## src/rtl/dm_port_arbiter_if.sv

```systemverilog
// Data-memory port bundle: core access, DMA burst channel and the memory bus.
// The slave modport is the arbiter's view. The master modport is the view of whoever
// drives the core, the DMA engine and the memory model.
interface dm_port_arbiter_if #(
    parameter int DMA_SIZE = 16,
    parameter int DMD_SIZE = 16
);
    // Core (PS/DAG) side
    logic                ps_dm_cslt;
    logic                ps_dm_wrb;
    logic [DMA_SIZE-1:0] dg_dm_add;
    logic [DMD_SIZE-1:0] bc_dt;
    logic                core_stall;

    // DMA burst side
    logic                dma_req;
    logic                dma_wrb;
    logic [DMA_SIZE-1:0] dma_add;
    logic [7:0]          dma_len;
    logic [DMD_SIZE-1:0] dma_wdt;
    logic                dma_gnt;
    logic                dma_rvld;
    logic [DMD_SIZE-1:0] dma_rdt;
    logic                dma_done;

    // Memory side
    logic                dm_cslt;
    logic                dm_wrb;
    logic [DMA_SIZE-1:0] dm_add;
    logic [DMD_SIZE-1:0] dm_wdt;
    logic [DMD_SIZE-1:0] dm_rdt;

    modport slave (
        input  ps_dm_cslt, ps_dm_wrb, dg_dm_add, bc_dt,
        input  dma_req, dma_wrb, dma_add, dma_len, dma_wdt,
        input  dm_rdt,
        output core_stall, dma_gnt, dma_rvld, dma_rdt, dma_done,
        output dm_cslt, dm_wrb, dm_add, dm_wdt
    );

    modport master (
        output ps_dm_cslt, ps_dm_wrb, dg_dm_add, bc_dt,
        output dma_req, dma_wrb, dma_add, dma_len, dma_wdt,
        output dm_rdt,
        input  core_stall, dma_gnt, dma_rvld, dma_rdt, dma_done,
        input  dm_cslt, dm_wrb, dm_add, dm_wdt
    );
endinterface

```

## src/rtl/dm_port_arbiter.sv

```systemverilog
// Single-port data-memory arbiter between the core and a DMA burst engine.
// The core normally owns the port. A DMA beat takes the port on any cycle the core
// is idle. After STARVE_LIMIT consecutive lost cycles, the beat is forced and the core
// is stalled for that cycle.
module dm_port_arbiter #(
    parameter int DMA_SIZE     = 16,
    parameter int DMD_SIZE     = 16,
    parameter int STARVE_LIMIT = 4
) (
    input  logic              clk,
    input  logic              reset,
    dm_port_arbiter_if.slave  bus
);

    typedef enum logic {
        IDLE  = 1'b0,
        BURST = 1'b1
    } state_t;

    localparam logic [3:0] STARVE_MAX = 4'(STARVE_LIMIT);

    state_t              state_q, state_d;
    logic [DMA_SIZE-1:0] addr_q, addr_d;
    logic [7:0]          cnt_q, cnt_d;
    logic [3:0]          starve_q, starve_d;
    logic                wrb_q, wrb_d;
    logic                rvld_q, rvld_d;
    logic                done_q, done_d;

    logic                dmaBeat;
    logic                coreWin;

    // Decide who owns the memory port this cycle: the DMA beat wins when the core is idle or has been starved out.
    always_comb begin
        dmaBeat = 1'b0;
        coreWin = 1'b0;
        if (state_q == BURST) begin
            if (!bus.ps_dm_cslt || (starve_q >= STARVE_MAX)) begin
                dmaBeat = 1'b1;
            end else begin
                coreWin = 1'b1;
            end
        end
    end

    // Next-state logic plus memory-bus steering; the memory bus follows the core unless a DMA beat is issued.
    always_comb begin
        state_d  = state_q;
        addr_d   = addr_q;
        cnt_d    = cnt_q;
        starve_d = starve_q;
        wrb_d    = wrb_q;
        rvld_d   = 1'b0;
        done_d   = 1'b0;

        bus.dm_cslt    = bus.ps_dm_cslt;
        bus.dm_wrb     = bus.ps_dm_wrb;
        bus.dm_add     = bus.dg_dm_add;
        bus.dm_wdt     = bus.bc_dt;
        bus.core_stall = 1'b0;
        bus.dma_gnt    = 1'b0;
        bus.dma_rvld   = rvld_q;
        bus.dma_rdt    = rvld_q ? bus.dm_rdt : '0;
        bus.dma_done   = done_q;

        case (state_q)
            IDLE: begin
                starve_d = 4'd0;
                if (bus.dma_req) begin
                    if (bus.dma_len != 8'd0) begin
                        wrb_d   = bus.dma_wrb;
                        addr_d  = bus.dma_add;
                        cnt_d   = bus.dma_len;
                        state_d = BURST;
                    end else begin
                        done_d = 1'b1;
                    end
                end
            end
            BURST: begin
                if (dmaBeat) begin
                    bus.dm_cslt    = 1'b1;
                    bus.dm_wrb     = wrb_q;
                    bus.dm_add     = addr_q;
                    bus.dm_wdt     = bus.dma_wdt;
                    bus.dma_gnt    = 1'b1;
                    bus.core_stall = bus.ps_dm_cslt;
                    addr_d         = addr_q + 1'b1;
                    cnt_d          = cnt_q - 8'd1;
                    starve_d       = 4'd0;
                    rvld_d         = !wrb_q;
                    if (cnt_q == 8'd1) begin
                        state_d = IDLE;
                        done_d  = 1'b1;
                    end
                end else if (coreWin) begin
                    starve_d = starve_q + 4'd1;
                end
            end
            default: begin
                state_d = IDLE;
            end
        endcase
    end

    // State and burst registers; reset abandons any burst in flight without a done pulse or pending read return.
    always_ff @(posedge clk) begin
        if (reset) begin
            state_q  <= IDLE;
            addr_q   <= '0;
            cnt_q    <= 8'd0;
            starve_q <= 4'd0;
            wrb_q    <= 1'b0;
            rvld_q   <= 1'b0;
            done_q   <= 1'b0;
        end else begin
            state_q  <= state_d;
            addr_q   <= addr_d;
            cnt_q    <= cnt_d;
            starve_q <= starve_d;
            wrb_q    <= wrb_d;
            rvld_q   <= rvld_d;
            done_q   <= done_d;
        end
    end

endmodule

```

## src/flat_wrapper.sv

```systemverilog
// flat-port wrapper written by rule: the top's interface ports become plain ports
module dm_port_arbiter_flat 
#(
    parameter int DMA_SIZE     = 16,
    parameter int DMD_SIZE     = 16,
    parameter int STARVE_LIMIT = 4
)
  (clk, reset, bus_ps_dm_cslt, bus_ps_dm_wrb, bus_dg_dm_add, bus_bc_dt, bus_dma_req, bus_dma_wrb, bus_dma_add, bus_dma_len, bus_dma_wdt, bus_dm_rdt, bus_core_stall, bus_dma_gnt, bus_dma_rvld, bus_dma_rdt, bus_dma_done, bus_dm_cslt, bus_dm_wrb, bus_dm_add, bus_dm_wdt);
  dm_port_arbiter_if #(.DMA_SIZE(DMA_SIZE), .DMD_SIZE(DMD_SIZE)) bus_i ();
  input  logic clk;
  input  logic reset;
  input wire logic [$bits(bus_i.ps_dm_cslt)-1:0] bus_ps_dm_cslt;
  input wire logic [$bits(bus_i.ps_dm_wrb)-1:0] bus_ps_dm_wrb;
  input wire logic [$bits(bus_i.dg_dm_add)-1:0] bus_dg_dm_add;
  input wire logic [$bits(bus_i.bc_dt)-1:0] bus_bc_dt;
  input wire logic [$bits(bus_i.dma_req)-1:0] bus_dma_req;
  input wire logic [$bits(bus_i.dma_wrb)-1:0] bus_dma_wrb;
  input wire logic [$bits(bus_i.dma_add)-1:0] bus_dma_add;
  input wire logic [$bits(bus_i.dma_len)-1:0] bus_dma_len;
  input wire logic [$bits(bus_i.dma_wdt)-1:0] bus_dma_wdt;
  input wire logic [$bits(bus_i.dm_rdt)-1:0] bus_dm_rdt;
  output wire logic [$bits(bus_i.core_stall)-1:0] bus_core_stall;
  output wire logic [$bits(bus_i.dma_gnt)-1:0] bus_dma_gnt;
  output wire logic [$bits(bus_i.dma_rvld)-1:0] bus_dma_rvld;
  output wire logic [$bits(bus_i.dma_rdt)-1:0] bus_dma_rdt;
  output wire logic [$bits(bus_i.dma_done)-1:0] bus_dma_done;
  output wire logic [$bits(bus_i.dm_cslt)-1:0] bus_dm_cslt;
  output wire logic [$bits(bus_i.dm_wrb)-1:0] bus_dm_wrb;
  output wire logic [$bits(bus_i.dm_add)-1:0] bus_dm_add;
  output wire logic [$bits(bus_i.dm_wdt)-1:0] bus_dm_wdt;
  assign bus_i.ps_dm_cslt = bus_ps_dm_cslt;
  assign bus_i.ps_dm_wrb = bus_ps_dm_wrb;
  assign bus_i.dg_dm_add = bus_dg_dm_add;
  assign bus_i.bc_dt = bus_bc_dt;
  assign bus_i.dma_req = bus_dma_req;
  assign bus_i.dma_wrb = bus_dma_wrb;
  assign bus_i.dma_add = bus_dma_add;
  assign bus_i.dma_len = bus_dma_len;
  assign bus_i.dma_wdt = bus_dma_wdt;
  assign bus_i.dm_rdt = bus_dm_rdt;
  assign bus_core_stall = bus_i.core_stall;
  assign bus_dma_gnt = bus_i.dma_gnt;
  assign bus_dma_rvld = bus_i.dma_rvld;
  assign bus_dma_rdt = bus_i.dma_rdt;
  assign bus_dma_done = bus_i.dma_done;
  assign bus_dm_cslt = bus_i.dm_cslt;
  assign bus_dm_wrb = bus_i.dm_wrb;
  assign bus_dm_add = bus_i.dm_add;
  assign bus_dm_wdt = bus_i.dm_wdt;
  dm_port_arbiter #(.DMA_SIZE(DMA_SIZE), .DMD_SIZE(DMD_SIZE), .STARVE_LIMIT(STARVE_LIMIT)) u_core (.clk(clk), .reset(reset), .bus(bus_i));
endmodule
```

## config.mk

```make
export PLATFORM = sky130hd
export DESIGN_NAME = dm_port_arbiter_flat
export DESIGN_NICKNAME = d
export VERILOG_FILES = /design/src/rtl/dm_port_arbiter_if.sv /design/src/rtl/dm_port_arbiter.sv /design/src/flat_wrapper.sv
export SDC_FILE = /design/constraint.sdc
export NUM_CORES = 1
export LEC_CHECK = 0
export ABC_AREA = 1
export ABC_CLOCK_PERIOD_IN_PS = 1750
export CAP_MARGIN = 25
export CORE_ASPECT_RATIO = 0.5
export CORE_MARGIN = 2
export CORE_UTILIZATION = 39
export CTS_BUF_LIST = sky130_fd_sc_hd__clkbuf_4
export CTS_CLUSTER_SIZE = 24
export DETAILED_ROUTE_END_ITERATION = 16
export PLACE_DENSITY = 0.92
export SYNTH_ARGS = -nofsm -noshare
export SYNTH_HDL_FRONTEND = slang
export SYNTH_SLANG_ARGS = --single-unit
export TNS_END_PERCENT = 50
```

## constraint.sdc

```tcl
create_clock -name clk -period 1.75 [get_ports clk]
set_input_delay 0.2625 -clock clk [delete_from_list [all_inputs] [get_ports clk]]
set_output_delay 0.2625 -clock clk [all_outputs]
set_load 0.03 [all_outputs]
```

* Yosys cells after proc, flatten, opt, wreduce, memory -nomap -nowiden
Index checks and enable logic that the tools add are counted.
** Word-level totals
- Output and inout bits :: 54
- Logic and storage cells :: 63
- Input bits :: 94
- Register bits after elaboration :: 32
** Cells by class
- $add $sub $neg :: 3
- Equality and inequality tests :: 5
- Multiplexer cells :: 38
- Reductions and logical operators :: 7
- $lt $le $gt $ge :: 1
- Bitwise operators :: 2
** Operators with widths (count)
- 16-bit two-way mux :: 8
- 16-bit case mux with 2 select lines :: 1
- 8-bit two-way mux :: 3
- 1-bit two-way mux :: 20
- 16-bit by 1-bit adder with 16-bit output, second input constant :: 1
- 8-bit case mux with 2 select lines :: 1
- 8-bit by 1-bit equality test with 1-bit output, second input constant :: 1
- 4-bit two-way mux :: 2
- 4-bit case mux with 2 select lines :: 1
- 8-bit nonzero test :: 1
- 8-bit by 1-bit subtractor with 8-bit output, second input constant :: 1
- 3-bit AND reduction :: 2
- 4-bit by 1-bit adder with 4-bit output, second input constant :: 1
- 4-bit by 3-bit >= comparator with 1-bit output, second input constant :: 1
- 2-bit != test, second input constant :: 2
- 1-bit case mux with 2 select lines :: 2
- 3-bit != test, second input constant :: 1
- 3-bit OR reduction :: 1
- 1-bit zero test :: 2
- 2-bit by 1-bit != test with 1-bit output, second input constant :: 1
- 1-bit NOT :: 2
- 1-bit logical OR :: 1

* Logic depth before layout (Yosys ltp)
- Depth after elaboration :: 7
- Depth in mapped cells :: 9
- Depth with buffers taken out :: 9

* Worst setup path after synthesis
Ideal clock, no wire load.
- Path type :: register -> output
- Start :: register u_core.starve_q[3]
- End :: output port bus_dm_add[12]
- Arrival time :: 1495 ps
- Required time :: 1487 ps
- Buffers on the path :: 2
- Cell stages (with the launch flop) :: 7
- Setup slack :: -7 ps
- Cell sequence :: dfxtp_1 > nor2_2 > nand2_1 > nand2_2 > buf_2 > buf_2 > o21ai_0
** Between the ends
- Longest elaborated chain between the ends :: 6
** Ends and longest elaborated chain
- start, declared :: RTL line dm_port_arbiter.sv:25 : logic [3:0] starve_q, starve_d;
- start signal, assigned :: RTL line dm_port_arbiter.sv:120 : starve_q <= starve_d;
- 4-bit by 3-bit >= comparator with 1-bit output :: RTL line dm_port_arbiter.sv:38 : if (!bus.ps_dm_cslt || (starve_q >= STARVE_MAX)) begin
- 1-bit logical OR :: RTL line dm_port_arbiter.sv:38
- 1-bit two-way mux :: RTL line dm_port_arbiter.sv:38
- 1-bit two-way mux :: RTL line dm_port_arbiter.sv:37 : if (state_q == BURST) begin
- 16-bit two-way mux :: RTL line dm_port_arbiter.sv:81 : if (dmaBeat) begin
- 16-bit two-way mux :: RTL line dm_port_arbiter.sv:66 : case (state_q)
- end, declared :: RTL line flat_wrapper.sv:29 : output wire logic [$bits(bus_i.dm_add)-1:0] bus_dm_add;
Every way passes these cells.

* Worst setup path in the final report
- Start :: register u_core.starve_q[3]
- End :: output port bus_dm_wdt[8]
** Between the ends
- Longest elaborated chain between the ends :: 6
** Ends and longest elaborated chain
- 4-bit by 3-bit >= comparator with 1-bit output :: RTL line dm_port_arbiter.sv:38
- 1-bit logical OR :: RTL line dm_port_arbiter.sv:38
- 1-bit two-way mux :: RTL line dm_port_arbiter.sv:38
- 1-bit two-way mux :: RTL line dm_port_arbiter.sv:37
- 16-bit two-way mux :: RTL line dm_port_arbiter.sv:81
- 16-bit two-way mux :: RTL line dm_port_arbiter.sv:66
- end, declared :: RTL line flat_wrapper.sv:30 : output wire logic [$bits(bus_i.dm_wdt)-1:0] bus_dm_wdt;
Every way passes these cells.

==> flow_metrics.py <==
metrics = {
    "status": {
        "violations": "setup timing",
        "status": "finished with violations",
    },
    "synth": {
        "synth_edf_count": 0,
        "yosys_most_used_dff": "dfxtp_1",
        "syn_area_um2": 2520,
        "synth-seq-area-share": 0.254,
        "synthCells": 439,
        "syn_avg_cell_area_um2": 5.75,
        "async_reset_ff_frac": 0,
        "ys_types": 29,
        "yosys_register_bits": 32,
        "syn_nets": 537,
        "synth.yosys.warnings": 0,
    },
    "placement": {
        "io_buffers": 147,
        "gp_congestion": 0.908,
        "hpwl_um": 7140,
        "placedInstanceArea_um2": 4020,
        "placed_cells": 670,
    },
    "detailed_routing": {
        "firstDrtPassIters": 5,
        "wl_per_cell_um": 14.2,
        "drtIter0Drc": 199,
        "drc": 0,
        "via_per_inst": 5.01,
        "vias": 3425,
        "ant_nets": 0,
        "detail_route.wirelength_um": 9720,
    },
    "worst_setup_path": {
        "critPathCaptureType": "output port",
        "cp.arrival_ns": 1.53,
        "slowest_delay_ns": 0.34,
        "start_kind": "flip-flop",
        "worstSetupPathType": "reg2out",
        "cpMaxStageDelayCell": "dfxtp_2",
        "required_ns": 1.49,
        "cp.buffers_inverters": 3,
        "path_common_cell": "nand2_1",
        "cp_max_fo": 10,
        "critical-path-top-delay-family": "simple AND/OR/NAND/NOR gates",
        "crit_chain": "nor2_4, nand2_4, nand2_8, inv_8, clkbuf_16, nand2_1, nand2_1, buf_6",
    },
    "timing": {
        "setup_viol": 23,
        "fmax_mhz": 557,
        "fin_crit_sh": 1.03,
        "post-route-min-period_ns": 1.79,
        "rsz0062_at_grt": "true",
        "max-slew-margin-rel": 0.667,
        "slew_viol_final": 0,
        "final_hold_viol_count": 0,
        "worst_slack_ns": -0.0443,
        "fin_skew_ns": 0.0134,
        "worst_slew_pin_slew_ns": 0.499,
    },
    "final_layout": {
        "finalInstanceArea_um2": 4330,
        "final_cell_mix": "nand2_1 (152), clkdlybuf4s50_1 (95), nor2_1 (48)",
        "fin_cells": 683,
        "fill_cells": 472,
        "final_common_cell": "nand2_1",
        "synthToLayoutAreaGrowth_pct": 71.7,
        "n_antenna_cell": 0,
        "drive_gt1_frac": 0.212,
        "layout.nets": 692,
    },
    "die": {
        "die_h_um": 60.9,
        "initial_core_util": 0.410,
        "ios": 148,
        "placementRows": 20,
        "dieArea_um2": 7170,
        "die_w_um": 118,
        "coreArea_um2": 6160,
    },
    "global_routing": {
        "antenna_found_initial": 0,
        "overflow": 0,
        "first_global_vias": 2943,
        "grt_usage": 0.240,
        "grt_start_max_net_pins": 33,
        "grt_first_pass_wirelength_um": 13800,
    },
    "clocking": {
        "numCtsBuffers": 5,
        "cts_tree": "done",
        "clk_path_buf_depth": 2,
        "cts-root-buf": "clkbuf_4",
        "hold_buffers": 0,
        "h-tree-depth": 2,
        "insertion_delay_ns": 0.35,
        "clk_pin_slew_ns": 0.11,
        "cts.sinks": 32,
    },
    "min_path": {
        "hp-class": "reg2reg",
    },
    "power_and_ir_drop": {
        "vdd_drop_max_mv": 0.363,
        "power_leakage_nw": 2.05,
        "power_density_nw_per_um2": 634,
    },
    "flow_run": {
        "cap_violations": 0,
    },
}
stage by stage:
stage	util	worst slack (ns)	total power [mW]	TNS [ns]	hold WS (ns)
final	0.704	-0.0443	2.75	-0.468	0.437
after global routing	0.704	-0.138	2.91	-3.14	0.471
after CTS	0.670	-0.0358	2.64	-0.199	0.441
after detailed placement	0.653	-0.0115	2.06	-0.0155	0.424
after global placement	0.653	0.0431	2.04	0	0.408
after floorplan	-	-0.00714	1.55	-0.0428	0.399
flip-flops by register name, summed over array words and instances, names as in the netlist:
name	cells
u_core.addr_q	16
u_core.cnt_q	8
u_core.starve_q	4
u_core.bus.dma_done	1
u_core.bus.dma_rvld	1
u_core.state_q	1
u_core.wrb_q	1
final timing paths:
check                                         from            endpoint  slack (ns)  cells past startpoint
worst max register to register  u_core.starve_q[3]    u_core.addr_q[2]        0.23                     10
worst min-delay path            u_core.starve_q[0]  u_core.starve_q[0]        0.44                      1
worst max-delay path            u_core.starve_q[3]       bus_dm_wdt[8]       -0.04                      8
worst min register to register  u_core.starve_q[0]  u_core.starve_q[0]        0.44                      1
synth_stat cells, types with 3 or more instances:
cell type / number / area share
nand2_1: 166 / 0.25
nor2_1: 48 / 0.071
inv_1: 40 / 0.059
dfxtp_1: 32 / 0.25
a21oi_1: 28 / 0.056
o21ai_0: 21 / 0.042
o21ai_1: 19 / 0.038
nand3_1: 18 / 0.036
buf_2: 9 / 0.018
nand4_1: 6 / 0.015
nor2_2: 6 / 0.015
buf_6: 5 / 0.022
clkbuf_1: 5 / 0.0074
a21oi_2: 4 / 0.014
ha_1: 4 / 0.020
inv_2: 4 / 0.0059
nand2_2: 4 / 0.0099
nor2_4: 3 / 0.013
xor2_1: 3 / 0.010
where the power goes:
group	internal (mW)	switching, mW
logic	0.600	0.674
clock network	0.297	0.283
registers	0.799	0.0921
cells by family (layout without fill, tap and decap cells):
family | count (synthesis) | count (layout) | synth area share
simple gates | 258 | 258 | 0.432
flops | 32 | 32 | 0.254
fa+ha+maj | 4 | 4 | 0.0198
mux | 1 | 1 | 0.00397
buf+inv | 65 | 221 | 0.119
compound gates | 74 | 74 | 0.156
xor+xnor | 4 | 4 | 0.0139
other cells | 1 | 1 | 0.00149
per-layer routing:
metal / GRT usage / share of wire
met5: 0 / 0
met4: 0.0929 / 0.024
met3: 0.0451 / 0.072
met2: 0.449 / 0.49
met1: 0.286 / 0.41
area by class of cell:
cell class	instances	area, um^2	area share
clock inverter	3	42.5	0.00982
sequential	32	644	0.149
inverter	44	173	0.0398
clock buffer	5	37.5	0.00866
multi-input combinational	342	1650	0.380
tap	88	110	0.0254
timing repair buffer	169	1680	0.388
timing repair:
| item | 4_1_cts | 5_1_grt |
|---|---|---|
| cloned | 0 | 2 |
| buffers inserted | 1 | 2 |
| pin swaps | 2 | 2 |
| gates resized for setup | 6 | 52 |
| endpoints found under the setup margin | 32 | 36 |
No activity file was read; power rests on OpenSTA's default activity.
